### config.mk
export PLATFORM = sky130hd
export DESIGN_NAME = timing_sequencer
export DESIGN_NICKNAME = d
export VERILOG_FILES = /design/src/rtl/cpu_pkg.sv /design/src/rtl/edge_detect.sv /design/src/rtl/timing_sequencer.sv
export SDC_FILE = /design/constraint.sdc
export NUM_CORES = 1
export LEC_CHECK = 0
export CAP_MARGIN = 20
export CORE_MARGIN = 2
export CORE_UTILIZATION = 57
export CTS_BUF_LIST = sky130_fd_sc_hd__clkbuf_4 sky130_fd_sc_hd__clkbuf_8
export DETAILED_ROUTE_END_ITERATION = 10
export DONT_BUFFER_PORTS = 1
export PLACE_DENSITY_LB_ADDON = 0.2
export SLEW_MARGIN = 20
export SYNTH_ARGS = -nofsm -noshare
export SYNTH_HDL_FRONTEND = slang
export SYNTH_SLANG_ARGS = --single-unit
### constraint.sdc
create_clock -name clk -period 1.49 [get_ports clk]
set_input_delay 0.2235 -clock clk [delete_from_list [all_inputs] [get_ports clk]]
set_output_delay 0.2235 -clock clk [all_outputs]
set_load 0.01 [all_outputs]
### src/rtl/cpu_pkg.sv
// Shared constants and types for the CPU timing/control slice.
package cpu_pkg;

  localparam int unsigned RING_W             = 10;
  localparam int unsigned SHORT_LAST_DEFAULT = 5;

  typedef enum logic [1:0] {
    StClear,
    StIdle,
    StRun,
    StHalted
  } seq_state_e;

  // One-hot T-state vector with bit k set.
  function automatic logic [RING_W-1:0] t_state(input int unsigned k);
    logic [RING_W-1:0] one;
    one = {{(RING_W-1){1'b0}}, 1'b1};
    return one << k;
  endfunction

endpackage

### src/rtl/edge_detect.sv
// Registers a level input and flags its rising edge for one cycle.
module edge_detect (
  input  logic clk,
  input  logic rst,
  input  logic sig,
  output logic rise
);

  logic sig_q;

  always_ff @(posedge clk) begin
    if (rst) begin
      sig_q <= 1'b0;
    end else begin
      sig_q <= sig;
    end
  end

  assign rise = sig & ~sig_q;

endmodule

### src/rtl/timing_sequencer.sv
// T-state ring generator with clear/idle/run/halt control, closing the loop with the decoder.
module timing_sequencer
  import cpu_pkg::*;
#(
  parameter int unsigned SHORT_LAST   = SHORT_LAST_DEFAULT,
  parameter int unsigned CLEAR_CYCLES = 2,
  parameter int unsigned AUTO_RUN     = 1
) (
  input  logic              clk,
  input  logic              rst,
  input  logic              hlt_clk,
  input  logic              extended_fetch,
  input  logic              enable_ring_counter,
  input  logic              run_mode,
  input  logic              step,
  input  logic              start,
  output logic [RING_W-1:0] ring_counter,
  output logic              clear_pc,
  output logic              clear_inst_reg,
  output logic              instr_done,
  output logic              halted
);

  localparam logic [3:0] ClearLast = 4'(CLEAR_CYCLES - 1);
  localparam logic [RING_W-1:0] RingT0 = {{(RING_W-1){1'b0}}, 1'b1};

  seq_state_e        state;
  logic [3:0]        clear_cnt;
  logic              step_rise;
  logic              advance;
  logic              wrap;
  logic [RING_W-1:0] ring_next;

  edge_detect u_step_edge (
    .clk  (clk),
    .rst  (rst),
    .sig  (step),
    .rise (step_rise)
  );

  // Edges arriving in free-run are absorbed by the run_mode term, never queued.
  always_comb begin
    advance   = enable_ring_counter & (run_mode | step_rise);
    wrap      = ring_counter[RING_W-1] | (ring_counter[SHORT_LAST] & ~extended_fetch);
    ring_next = wrap ? RingT0 : (ring_counter << 1);
  end

  always_ff @(posedge clk) begin
    if (rst) begin
      state          <= StClear;
      ring_counter   <= '0;
      clear_pc       <= 1'b1;
      clear_inst_reg <= 1'b1;
      instr_done     <= 1'b0;
      halted         <= 1'b0;
      clear_cnt      <= '0;
    end else begin
      instr_done <= 1'b0;
      unique case (state)
        StClear: begin
          if (clear_cnt == ClearLast) begin
            clear_pc       <= 1'b0;
            clear_inst_reg <= 1'b0;
            if (AUTO_RUN != 0) begin
              state        <= StRun;
              ring_counter <= RingT0;
            end else begin
              state <= StIdle;
            end
          end else begin
            clear_cnt <= clear_cnt + 4'd1;
          end
        end
        StIdle: begin
          if (start) begin
            state        <= StRun;
            ring_counter <= RingT0;
          end
        end
        StRun: begin
          if (hlt_clk) begin
            state        <= StHalted;
            ring_counter <= '0;
            halted       <= 1'b1;
          end else if (advance) begin
            ring_counter <= ring_next;
            instr_done   <= wrap;
          end
        end
        StHalted: begin
          ring_counter <= '0;
        end
        default: begin
          state <= StClear;
        end
      endcase
    end
  end

endmodule

# Word level (Yosys, flattened, before mapping)

Index checks and enable logic that the tools add are counted.

Reductions and logical operators: 8
Bitwise gates (word level): 10
Equal/unequal tests: 8
Add/subtract/negate cells: 1
Mux-type cells: 10

Operators by type and width:

| kind                                                 | count |
|---|---|
| 2-to-1 mux 10 bit                                    | 5 |
| case mux 10 bit (4 select lines)                     | 1 |
| 2-to-1 mux 2 bit                                     | 3 |
| != test 2 bit (second input constant)                | 3 |
| case mux 2 bit (3 select lines)                      | 1 |
| AND reduction 2 bit                                  | 3 |
| NOT 1 bit                                            | 5 |
| adder 4 x 1 -> 4 bit (second input constant)         | 1 |
| equality test 2 bit (second input constant)          | 2 |
| equality test 4 x 1 -> 1 bit (second input constant) | 1 |
| AND reduction 4 bit                                  | 1 |
| OR reduction 4 bit                                   | 1 |
| AND 1 bit                                            | 3 |
| != test 3 bit (second input constant)                | 1 |
| AND reduction 3 bit                                  | 1 |
| nonzero test 3 bit                                   | 1 |
| equality test 2 x 1 -> 1 bit (second input constant) | 1 |
| logical NOT 2 bit                                    | 1 |
| OR 1 bit                                             | 2 |

Flip-flop bits (word level): 20
Output and inout bits: 14

# Longest topological paths before layout

Depth after elaboration: 7
Mapped depth: 6

# Cells and area by module

Synthesis repeated with hierarchy kept, for this count alone.

Cells, all modules: 110
Area, all modules: 1049.8 um^2

Modules (own cells, without submodules):

| module           | times used | area an instance (um^2) | cells an instance | seq. area each (um^2) |
|---|---|---|---|---|
| timing_sequencer | 1          | 1002.2                  | 107               | 380.4 |
| edge_detect      | 1          | 47.5                    | 3                 | 20.0 |

# Least setup slack after synthesis

Ideal clock, no wire load.

Path type: flip-flop to flip-flop
Start: reg clear_cnt[1]
End: reg ring_counter[0]
Setup slack: -0.012 ns
Data required time: 1.372 ns
Setup time: 0.118 ns
Stages on the path, launching flop included: 7
Data arrival time: 1.385 ns
Cell sequence: dfxtp_1 > inv_1 > ha_1 > nor3b_2 > nor3_2 > a211oi_4 > o2111a_1

Cells in the longest elaborated chain, start to end: 3

Ends and longest elaborated chain:

| what                                 | RTL line               | RTL |
|---|---|---|
| start: declaration                   | timing_sequencer.sv:28 | `logic [3:0] clear_cnt;` |
| start signal: assignment             | timing_sequencer.sv:71 | `clear_cnt <= clear_cnt + 4'd1;` |
| equality test 4 x 1 -> 1 bit         | timing_sequencer.sv:61 | `if (clear_cnt == ClearLast) begin` |
| != test 2 bit (no source line)       | n/a                    |  |
| AND reduction 3 bit (no source line) | n/a                    |  |
| end signal: assignment               | timing_sequencer.sv:66 | `ring_counter <= RingT0;` |
| end signal: assignment               | timing_sequencer.sv:77 | `ring_counter <= RingT0;` |
| end signal: assignment               | timing_sequencer.sv:86 | `ring_counter <= ring_next;` |
| end: declaration                     | timing_sequencer.sv:17 | `output logic [RING_W-1:0] ring_counter,` |

No other way between the ends.
A chain may end at the register's enable or synchronous reset.

# Worst setup path in the final report

Ends and elaborated chain as after synthesis.

==> results.yml <==
timing:
  max-slew-margin-rel_pct: 76.9
  slew_violations: 0
  worst_pin_slew_ns: 0.345
  setup_slack_ns: 0.0448
  setup_violations: 0
  rsz0062_at_grt: "yes"
  final_hold_viol_count: 0
  fmax_ghz: 0.692
  setup_tns_ns: 0
  fin_skew_ns: 0.00543
  period_minus_slack_ns: 1.45
  post-route-period-util_pct: 97.0
cts:
  ctsLongestPathBuffers: 2
  cts_tree: "yes"
  cts.sinks: 20
  path_clk_slew_ns: 0.11
  cts.htree.levels: 1
  clk_root_buffer_cell: "clkbuf_4"
  numCtsBuffers: 3
  insertion_delay_ns: 0.30
critical_path:
  worstPathMaxFanout: 2
  worstPathArrival_ns: 1.65
  crit_required_ns: 1.69
  cp-startpoint: "clear_cnt[1]$_SDFFE_PP0P_"
  r2r_end: "ring_counter[0]$_SDFFE_PP0P_"
  max_stage_delay_ns: 0.35
  crit_buf_inv: 2
  crit_path_end: "ring_counter[0]$_SDFFE_PP0P_"
  critPathTopFamily: "simple AND/OR/NAND/NOR gates"
  ff2ff_path_depth: 7
  path_cells: "inv_2, ha_4, nor3b_4, nor3_4, a211oi_4, buf_4, o2111a_1"
  r2r_slack_ns: 0.04
  startpoint_type: "flop"
  cp.depth: 7
  critPathCaptureType: "flop"
  cpMaxStageDelayCell: "dfxtp_2"
  critical_path_class: "reg2reg"
  reg2reg_from: "clear_cnt[1]$_SDFFE_PP0P_"
floorplanning:
  core-area_um2: 1320
  row_count: 13
  boundaryPins: 22
  die_h_um: 41.7
  initial_core_util_pct: 61.4
  dieArea_um2: 1740
  die_x_um: 41.7
detailed_routing:
  drc: 0
  avgRoutedWirePerCell_um: 13.0
  dr.pass1.iters: 4
  vias: 622
  vias_per_cell: 5.55
  wl_mm: 1.46
  drt_iter0_drc: 10
  ant_nets: 0
synth:
  syn_inst: 87
  synth_edf_count: 0
  ys.flop_type: "dfxtp_1"
  synthAdderAreaFrac_pct: 3.09
  yosys_warnings: 0
  synthXorXnorAreaFrac_pct: 2.16
  synth_compound_area_share_pct: 19.0
  synthMuxAreaShare_pct: 0
  synthSimpleGateAreaFrac_pct: 20.2
  postSynth.asyncResetShare_pct: 0
  ys_seq_elements: 20
  netlist_area_um2: 810
  ys_types: 26
  synth.avg_cell_area_um2: 9.30
  synth_top_family_by_area: "simple AND/OR/NAND/NOR gates"
  synth_nets: 97
  synth-seq-area-share_pct: 49.5
run_status:
  status: "finished clean"
min_path:
  whs_path_depth: 1
  holdCritPathClass: "in2reg"
cells_and_area:
  final_cell_mix: "18 x dfxtp_1, 15 x nand2_1, 7 x o22ai_1, 7 x buf_4, 6 x inv_1"
  final_common_cell: "dfxtp_1"
  diodes: 0
  top_regs: "ring_counter: 10 flops, clear_cnt: 4 flops, state: 2 flops"
  nets: 108
  drive_gt1_share_pct: 24.7
  areaGrowthSynthToFinish_pct: 18.7
  top_register: "ring_counter"
  largest_reg_flops: 10
global_route:
  grt_usage_pct: 18.0
  antenna_found_initial: 0
  grt-ovfl-total: 0
  grt_max_degree: 12
  grt_pass1_vias: 583
  grt_pass1_wl_mm: 2.40
power:
  sw_frac_of_total_pct: 32.8
  internal-power_mw: 1.08
  power_density_nw_per_um2: 1680
  ir_drop_mv: 1.15
  seqPwrFrac_pct: 43.6
  leakage_nw: 0.342
  p_total_mw: 1.61
  p_switching_mw: 0.528
  combPwrFrac_pct: 37.1
  p_clk_share_pct: 19.3
place:
  dp_hpwl_mm: 1.01
  place_ws_ns: 0.0320
  io_buffers: 0
  place_congestion: 0.728
run:
  cap_violations: 0
-- Yosys cell counts, types with 2 or more instances --
library cell / count / area share (%)
xnor2_1: 2 / 2.2
nor2_1: 5 / 2.3
nor3b_2: 2 / 3.1
ha_1: 2 / 3.1
inv_1: 7 / 3.2
nor3_2: 2 / 2.5
a21oi_1: 3 / 1.9
nor3_1: 2 / 1.2
nor2b_1: 2 / 1.5
o32ai_1: 2 / 2.2
buf_4: 2 / 1.9
nand2_1: 15 / 7.0
dfxtp_1: 20 / 49
o21ai_0: 3 / 1.9
o22ai_1: 7 / 5.4
-- power groups by stage --
stage	logic (mW)	registers, mW	clock network, mW
4_1_cts	0.520	0.688	0.322
2_1_floorplan	0.364	0.680	0
6_report	0.598	0.702	0.311
5_1_grt	0.656	0.717	0.334
3_3_place_gp	0.503	0.697	0
3_5_place_dp	0.511	0.701	0
-- how the worst min path moves through the flow --
stage | to | start | slack (ns)
finish | ring_counter[9]$_SDFFE_PP0P_ | rst | 0.03
global route | ring_counter[1]$_SDFFE_PP0P_ | rst | 0.01
CTS | ring_counter[9]$_SDFFE_PP0P_ | rst | 0.02
detailed placement | clear_cnt[2]$_SDFFE_PP0P_ | rst | 0.30
global placement | clear_cnt[2]$_SDFFE_PP0P_ | rst | 0.30
floorplan | u_step_edge.sig_q$_SDFF_PP0_ | rst | 0.30
-- per-layer routing --
| layer | track usage [%] | wire length (um) |
|---|---|---|
| met5 | 0 | 0 |
| met4 | 9.68 | 17 |
| met3 | 3.48 | 68 |
| met2 | 27.8 | 675 |
| met1 | 23.7 | 695 |
-- metrics by stage --
stage / util (%) / instances / hold slack, ns / instance area (um2)
after CTS: 69.4 / 111 / 0.0183 / 915
after floorplan: - / 87 / 0.295 / 816
after global placement: 65.9 / 106 / 0.295 / 868
after detailed placement: 65.9 / 106 / 0.297 / 868
after global routing: 72.9 / 112 / 0.0133 / 961
final: 72.9 / 112 / 0.0274 / 961
-- kinds of logic after synthesis --
kind of cell | count (synthesis)
adder cells (fa/ha/maj) | 2
buffers and inverters | 11
AO/OA/AOI/OAI | 21
flip-flops | 20
AND/OR/NAND/NOR | 31
XOR/XNOR | 2
-- layout make-up --
cell class                 instances  area [um2]
tap                               15        18.8
inverter                           8        30.0
clock buffer                       4        36.3
multi-input combinational         56         399
fill                             102         357
sequential                        20         403
timing repair buffer               9        73.8
-- timing repair --
action | in CTS | in global routing
hold endpoints to repair | 9 | 0
setup endpoints to repair | 0 | 10
hold buffers | 1 | 0
buffers inserted | 0 | 1
gates resized for setup | 0 | 9
Power figures use the tool's default switching activity.
